### src/rtl/watch_mode_ctrl.sv
// Digital-watch mode / time-set controller: display mode, edit field, counter pulses, stopwatch control.
// Optional edit auto-exit on inactivity is built when WATCH_AUTO_EXIT_EN is defined.
module watch_mode_ctrl #(
  parameter int unsigned TIMEOUT_S = 30
) (
  input  logic       clk,
  input  logic       rstn,
  input  logic       sec_tick,
  input  logic       mode_tick,
  input  logic       set_tick,
  input  logic       adv_tick,
  output logic [1:0] mode,
  output logic [1:0] field,
  output logic       inc_hr,
  output logic       inc_min,
  output logic       clr_sec,
  output logic       alarm_en,
  output logic       sw_run,
  output logic       sw_clr,
  output logic       blink_on
);

  typedef enum logic [1:0] {NORM = 2'd0, E_HR = 2'd1, E_MIN = 2'd2, E_LAST = 2'd3} state_t;
  typedef enum logic [1:0] {M_TIME = 2'd0, M_ALARM = 2'd1, M_SW = 2'd2} mode_t;

  state_t state;
  mode_t  mode_q;
  logic   any_btn;
  logic   to_hit;

  if (TIMEOUT_S < 1 || TIMEOUT_S > 255) begin : g_bad_timeout
    $error("watch_mode_ctrl: TIMEOUT_S must be in 1..255");
  end

  assign field   = state;
  assign mode    = mode_q;
  assign any_btn = set_tick | mode_tick | adv_tick;

`ifdef WATCH_AUTO_EXIT_EN
  localparam logic [7:0] TO_LAST = 8'(TIMEOUT_S - 1);
  logic [7:0] to_cnt;

  // A button in the same cycle as the final sec_tick suppresses the timeout.
  assign to_hit = sec_tick && !any_btn && (state != NORM) && (to_cnt == TO_LAST);

  always_ff @(posedge clk or negedge rstn) begin
    if (!rstn) begin
      to_cnt <= '0;
    end else if (state == NORM || any_btn || to_hit) begin
      to_cnt <= '0;
    end else if (sec_tick) begin
      to_cnt <= to_cnt + 8'd1;
    end
  end
`else
  assign to_hit = 1'b0;
`endif

  always_ff @(posedge clk or negedge rstn) begin
    if (!rstn) begin
      state    <= NORM;
      mode_q   <= M_TIME;
      inc_hr   <= 1'b0;
      inc_min  <= 1'b0;
      clr_sec  <= 1'b0;
      alarm_en <= 1'b0;
      sw_run   <= 1'b0;
      sw_clr   <= 1'b0;
      blink_on <= 1'b1;
    end else begin
      inc_hr  <= 1'b0;
      inc_min <= 1'b0;
      clr_sec <= 1'b0;
      sw_clr  <= 1'b0;
      if (set_tick) begin
        blink_on <= 1'b1;
        case (state)
          NORM: begin
            if (mode_q == M_SW) sw_run <= ~sw_run;
            else                state  <= E_HR;
          end
          E_HR:    state <= E_MIN;
          E_MIN:   state <= E_LAST;
          default: state <= NORM;
        endcase
      end else if (mode_tick) begin
        blink_on <= 1'b1;
        if (state == NORM) begin
          case (mode_q)
            M_TIME:  mode_q <= M_ALARM;
            M_ALARM: mode_q <= M_SW;
            default: mode_q <= M_TIME;
          endcase
        end
      end else if (adv_tick) begin
        blink_on <= 1'b1;
        case (state)
          NORM:   if (mode_q == M_SW && !sw_run) sw_clr <= 1'b1;
          E_HR:   inc_hr  <= 1'b1;
          E_MIN:  inc_min <= 1'b1;
          E_LAST: begin
            if (mode_q == M_TIME)       clr_sec  <= 1'b1;
            else if (mode_q == M_ALARM) alarm_en <= ~alarm_en;
          end
          default: ;
        endcase
      end else if (sec_tick && state != NORM) begin
        if (to_hit) begin
          state    <= NORM;
          blink_on <= 1'b1;
        end else begin
          blink_on <= ~blink_on;
        end
      end
    end
  end

endmodule

### config.mk
export PLATFORM = sky130hd
export DESIGN_NAME = watch_mode_ctrl
export DESIGN_NICKNAME = d
export VERILOG_FILES = /design/src/rtl/watch_mode_ctrl.sv
export SDC_FILE = /design/constraint.sdc
export NUM_CORES = 1
export LEC_CHECK = 0
export CORE_AREA = 2 2 39 41
export DETAILED_ROUTE_END_ITERATION = 8
export DIE_AREA = 0 0 41 43
export GPL_TIMING_DRIVEN = 0
export PLACE_DENSITY = 0.68
export SLEW_MARGIN = 30
export SYNTH_ARGS = -nofsm -noshare
export SYNTH_HDL_FRONTEND = slang
export SYNTH_SLANG_ARGS = --single-unit
### constraint.sdc
create_clock -name clk -period 2 [get_ports clk]
set_input_delay 0.6 -clock clk [delete_from_list [all_inputs] [get_ports clk]]
set_output_delay 0.6 -clock clk [all_outputs]
set_load 0.01 [all_outputs]
# ---- After elaboration in Yosys (flattened, before gate mapping)
# Index checks and enable logic that the tools add are counted.
dict set report totals {
  register_bits 11
  in_bits 6
  elab_cells 57
}
dict set report op_classes {
  eq_ne 6
  muxes 25
  bitwise 6
  n_reduce_logical 11
}
# cell count
set op_table {}
lappend op_table {{2-to-1 mux 1 bit} 22}
lappend op_table {{equality test 2 bit (second input constant)} 3}
lappend op_table {{inverter 1 bit} 6}
lappend op_table {{case mux 2 bit (3 select lines)} 1}
lappend op_table {{AND reduction 3 bit} 2}
lappend op_table {{AND reduction 6 bit} 1}
lappend op_table {{equality test 2 x 1 -> 1 bit (second input constant)} 2}
lappend op_table {{zero test 2 bit} 2}
lappend op_table {{case mux 2 bit (2 select lines)} 1}
lappend op_table {{nonzero test 4 bit} 1}
lappend op_table {{logical AND 1 bit} 2}
lappend op_table {{2-to-1 mux 2 bit} 1}
lappend op_table {{inequality test 2 bit (second input constant)} 1}
lappend op_table {{AND reduction 2 bit} 1}
lappend op_table {{nonzero test 2 bit} 1}
lappend op_table {{zero test 1 bit} 1}

# ---- Longest topological paths before layout
dict set report logic_depth {
  depth_word 7
  ltp_mapped 5
  ltp_nobuf 5
}

# ---- Worst setup path before layout
# Ideal clock, no wire load.
dict set report synth_timing {
  path_type {register -> register}
  start {register state[0] (netlist: field[0])}
  end {register blink_on}
  setup_ns 0.094
  t_arrival_ns 1.369
  required_time_ns 1.906
  setup_slack_ns 0.536
  path_stages_with_launch 6
  path_buffers 0
  period_less_slack_ns 1.464
  path_cell_list {dfrtp_1 inv_1 ha_1 nand2b_1 xnor2_1 or4_1}
}
dict set report synth_between {
  elab_chain_len 3
}
# item line_no
set synth_lines {}
lappend synth_lines {{start, declared} 26} ;# state_t state;
lappend synth_lines {{start signal, assigned} 61} ;# state <= NORM;
lappend synth_lines {{start signal, assigned} 80} ;# else state <= E_HR;
lappend synth_lines {{start signal, assigned} 82} ;# E_HR: state <= E_MIN;
lappend synth_lines {{nonzero test 2 bit} 107} ;# end else if (sec_tick && state != NORM) begin
lappend synth_lines {{logical AND 1 bit} 107}
lappend synth_lines {{nonzero test 4 bit (no source line)} -}
lappend synth_lines {{end signal, assigned} 112} ;# blink_on <= ~blink_on;
lappend synth_lines {{end, declared} 20} ;# output logic blink_on
# No other way between the ends.
# A chain may end at the register's enable or synchronous reset.

# ---- Worst setup path in the final report
dict set report layout_timing {
  start {register blink_on}
  end {output blink_on}
}
# No word-level cell between the ends.

==> run_results.csv <==
group,metric,value,unit
outcome,status,"completed",
grt,grt_pass1_vias,352,
yosys,synth-seq-area-share,54.8,%
yosys,synth_cells,41,
timing,rsz0062_at_grt,"false",
grt,antenna_found_initial,0,
final_layout,diodes,0,
timing,finalMaxSlewViolations,0,
detailed_routing,routed_wl,871,um
clocking,cts_setup_buffers,0,
placement,gp_congestion,0.701,
placement,numPortBuffers,16,
detailed_routing,vias,360,
setup_path,critPathMaxFanout,2,
setup_path,cp_slowest_cell,"dfstp_2",
timing,fin_crit,1.92,ns
die,num_rows,14,
final_layout,utilization,51.4,%
setup_path,start_kind,"flip-flop",
setup_path,slowest_delay,0.54,ns
clocking,cts_resized,0,
clocking,cts_hold_buf,0,
setup_path,cp-end-kind,"output port",
setup_path,critPathBufInv,1,
die,io_pins,17,
setup_path,worst-r2r-cell-count,5,
die,start_util,36.4,%
grt,grt_max_degree,12,
clocking,clock_latency,0.26,ns
detailed_routing,drt_first_pass_iters,1,
pwr,power_leakage,0.323,nW
timing,setup_slack,0.0810,ns
setup_path,cp.required,1.40,ns
timing,timing.final.crit_share,95.9,%
yosys,synth_area_per_cell,12.3,um2
clocking,cts_root_buf,"clkbuf_4",
final_layout,area_delta_synth_final,40.9,%
clocking,cts_buffer_depth,2,
detailed_routing,viasPerCell,4.68,
clocking,clkTransAtPathRegs,0.07,ns
detailed_routing,drtIter0Drc,0,
detailed_routing,post_drt_wl_per_cell,11.3,um
clocking,numCtsBuffers,3,
die,die_h,43,um
timing,fin_setup_tns,0,ns
setup_path,crit_cells,1,
hold_path,hold_depth,1,
setup_path,crit_type,"flip-flop to output port",
yosys,yosysUniqueCellTypes,21,
setup_path,crit_arrival,1.32,ns
grt,grt_use_total,12.7,%
yosys,syn_nets,51,
final_layout,drive_above_1_share,9.84,%
clocking,cts.sinks,11,
clocking,htreeDepth,1,
yosys,synth_seq_cells,11,
run,max-cap-violations,0,
timing,slew_headroom,67.7,%
setup_path,crit_chain,"clkdlybuf4s50_1",
detailed_routing,final_antenna_net_count,0,
timing,finalClockSkew,0.00239,ns
die,core,1380,um2
final_layout,fin_nets,72,
detailed_routing,drc_errors,0,
grt,grt-ovfl-total,0,
yosys,synth_area,504,um2
grt,grt_first_pass_wirelength,1.45,mm
yosys,ys_warn_count,0,
hold_path,min_path_type,"flip-flop to flip-flop",
placement,dpl_worst_slack,0.145,ns
clocking,cts_tree,"yes",
die,die_area,1760,um2
pwr,power_density,1170,nW/um2
pwr,ir_worst_vdd,0.447,mV
pwr,fin_total_pwr,0.832,mW
timing,worst_pin_slew,0.483,ns
timing,hold_viol_final,0,
setup_path,critPathTopFamily,"flip-flops",
timing,setup_viol,0,
timing,clock.fmax,521,MHz
die,die_w,41,um
[power by group]
group	leakage (nW)	switching (mW)	internal, mW	total (mW)
Sequential	0.139	0.0693	0.287	0.357
Clock	0.0150	0.0659	0.0770	0.143
Combinational	0.169	0.134	0.198	0.333
Total	0.323	0.270	0.562	0.832
[kinds of logic after synthesis]
| kind of cell | count (synthesis) | synth area share [%] |
|---|---|---|
| compound gates | 3 | 3.97 |
| xor+xnor | 3 | 5.21 |
| fa+ha+maj | 4 | 9.93 |
| buf+inv | 3 | 2.23 |
| flops | 11 | 54.8 |
| mux | 1 | 2.23 |
| simple gates | 16 | 21.6 |
[final cells by class]
type	instances	area, um2
fill	138	673
sequential	11	277
timing repair buffer	16	160
inverter	3	11.3
multi-input combinational	27	216
tap	16	20.0
clock buffer	4	26.3
[cells in the mapped netlist, drive strengths merged]
cell type | number | area [um2]
a21o | 1 | 7.51
nand3b | 2 | 15.0
nor3 | 1 | 5.00
nand2b | 2 | 12.5
inv | 3 | 11.3
and4bb | 1 | 12.5
or4 | 1 | 7.51
dfstp | 1 | 26.3
ha | 4 | 50.1
nor2 | 2 | 7.51
dfrtp | 10 | 250
and2 | 2 | 12.5
o21ai | 1 | 5.00
mux2 | 1 | 11.3
xor2 | 1 | 8.76
xnor2 | 2 | 17.5
a22oi | 1 | 7.51
nor3b | 2 | 20.0
nand4b | 1 | 8.76
nand2 | 2 | 7.51
[flip-flops by register name, summed over array words and instances (netlist names)]
name and count:
alarm_en 1, blink_on 1, clr_sec 1, field 2
inc_hr 1, inc_min 1, mode 2, sw_clr 1
sw_run 1
[per-stage QoR]
step | hold slack [ns] | cell area, um2 | cells
2_1_floorplan | 0.304 | 504 | 41
3_3_place_gp | 0.466 | 684 | 73
3_5_place_dp | 0.471 | 684 | 73
4_1_cts | 0.481 | 711 | 77
5_1_grt | 0.514 | 711 | 77
6_report | 0.469 | 711 | 77
[cells in the final DEF, fill, tap and decap left out, drive strengths merged]
master | synthesis | layout
or4 | 1 | 1
nor3b | 2 | 2
a21o | 1 | 1
and2 | 2 | 2
dfrtp | 10 | 10
ha | 4 | 4
xnor2 | 2 | 2
nor2 | 2 | 2
o21ai | 1 | 1
mux2 | 1 | 1
inv | 3 | 3
nand3b | 2 | 2
and4bb | 1 | 1
clkbuf | 0 | 4
nand2b | 2 | 2
clkdlybuf4s50 | 0 | 16
dfstp | 1 | 1
nand2 | 2 | 2
nor3 | 1 | 1
nand4b | 1 | 1
a22oi | 1 | 1
xor2 | 1 | 1
[layer usage]
metal	GRT usage [%]	vias to the layer above	part of all wire, %
met1	15.0	165	42
met4	10.0	0	1.6
met2	18.4	13	49
met5	0	-	0
met3	3.14	2	7.1
li1	-	180	-
[final timing paths]
| check | startpoint | endpoint | slack [ns] |
|---|---|---|---|
| setup / recovery | blink_on | blink_on | 0.08 |
| hold / removal | alarm_en | alarm_en | 0.47 |
| setup reg to reg | field[0] | blink_on | 0.49 |
| hold reg to reg | alarm_en | alarm_en | 0.47 |
| max in group asynchronous | rstn | blink_on | 0.98 |
| min in group asynchronous | rstn | alarm_en | 0.67 |
No activity file was read; power rests on OpenSTA's default activity.
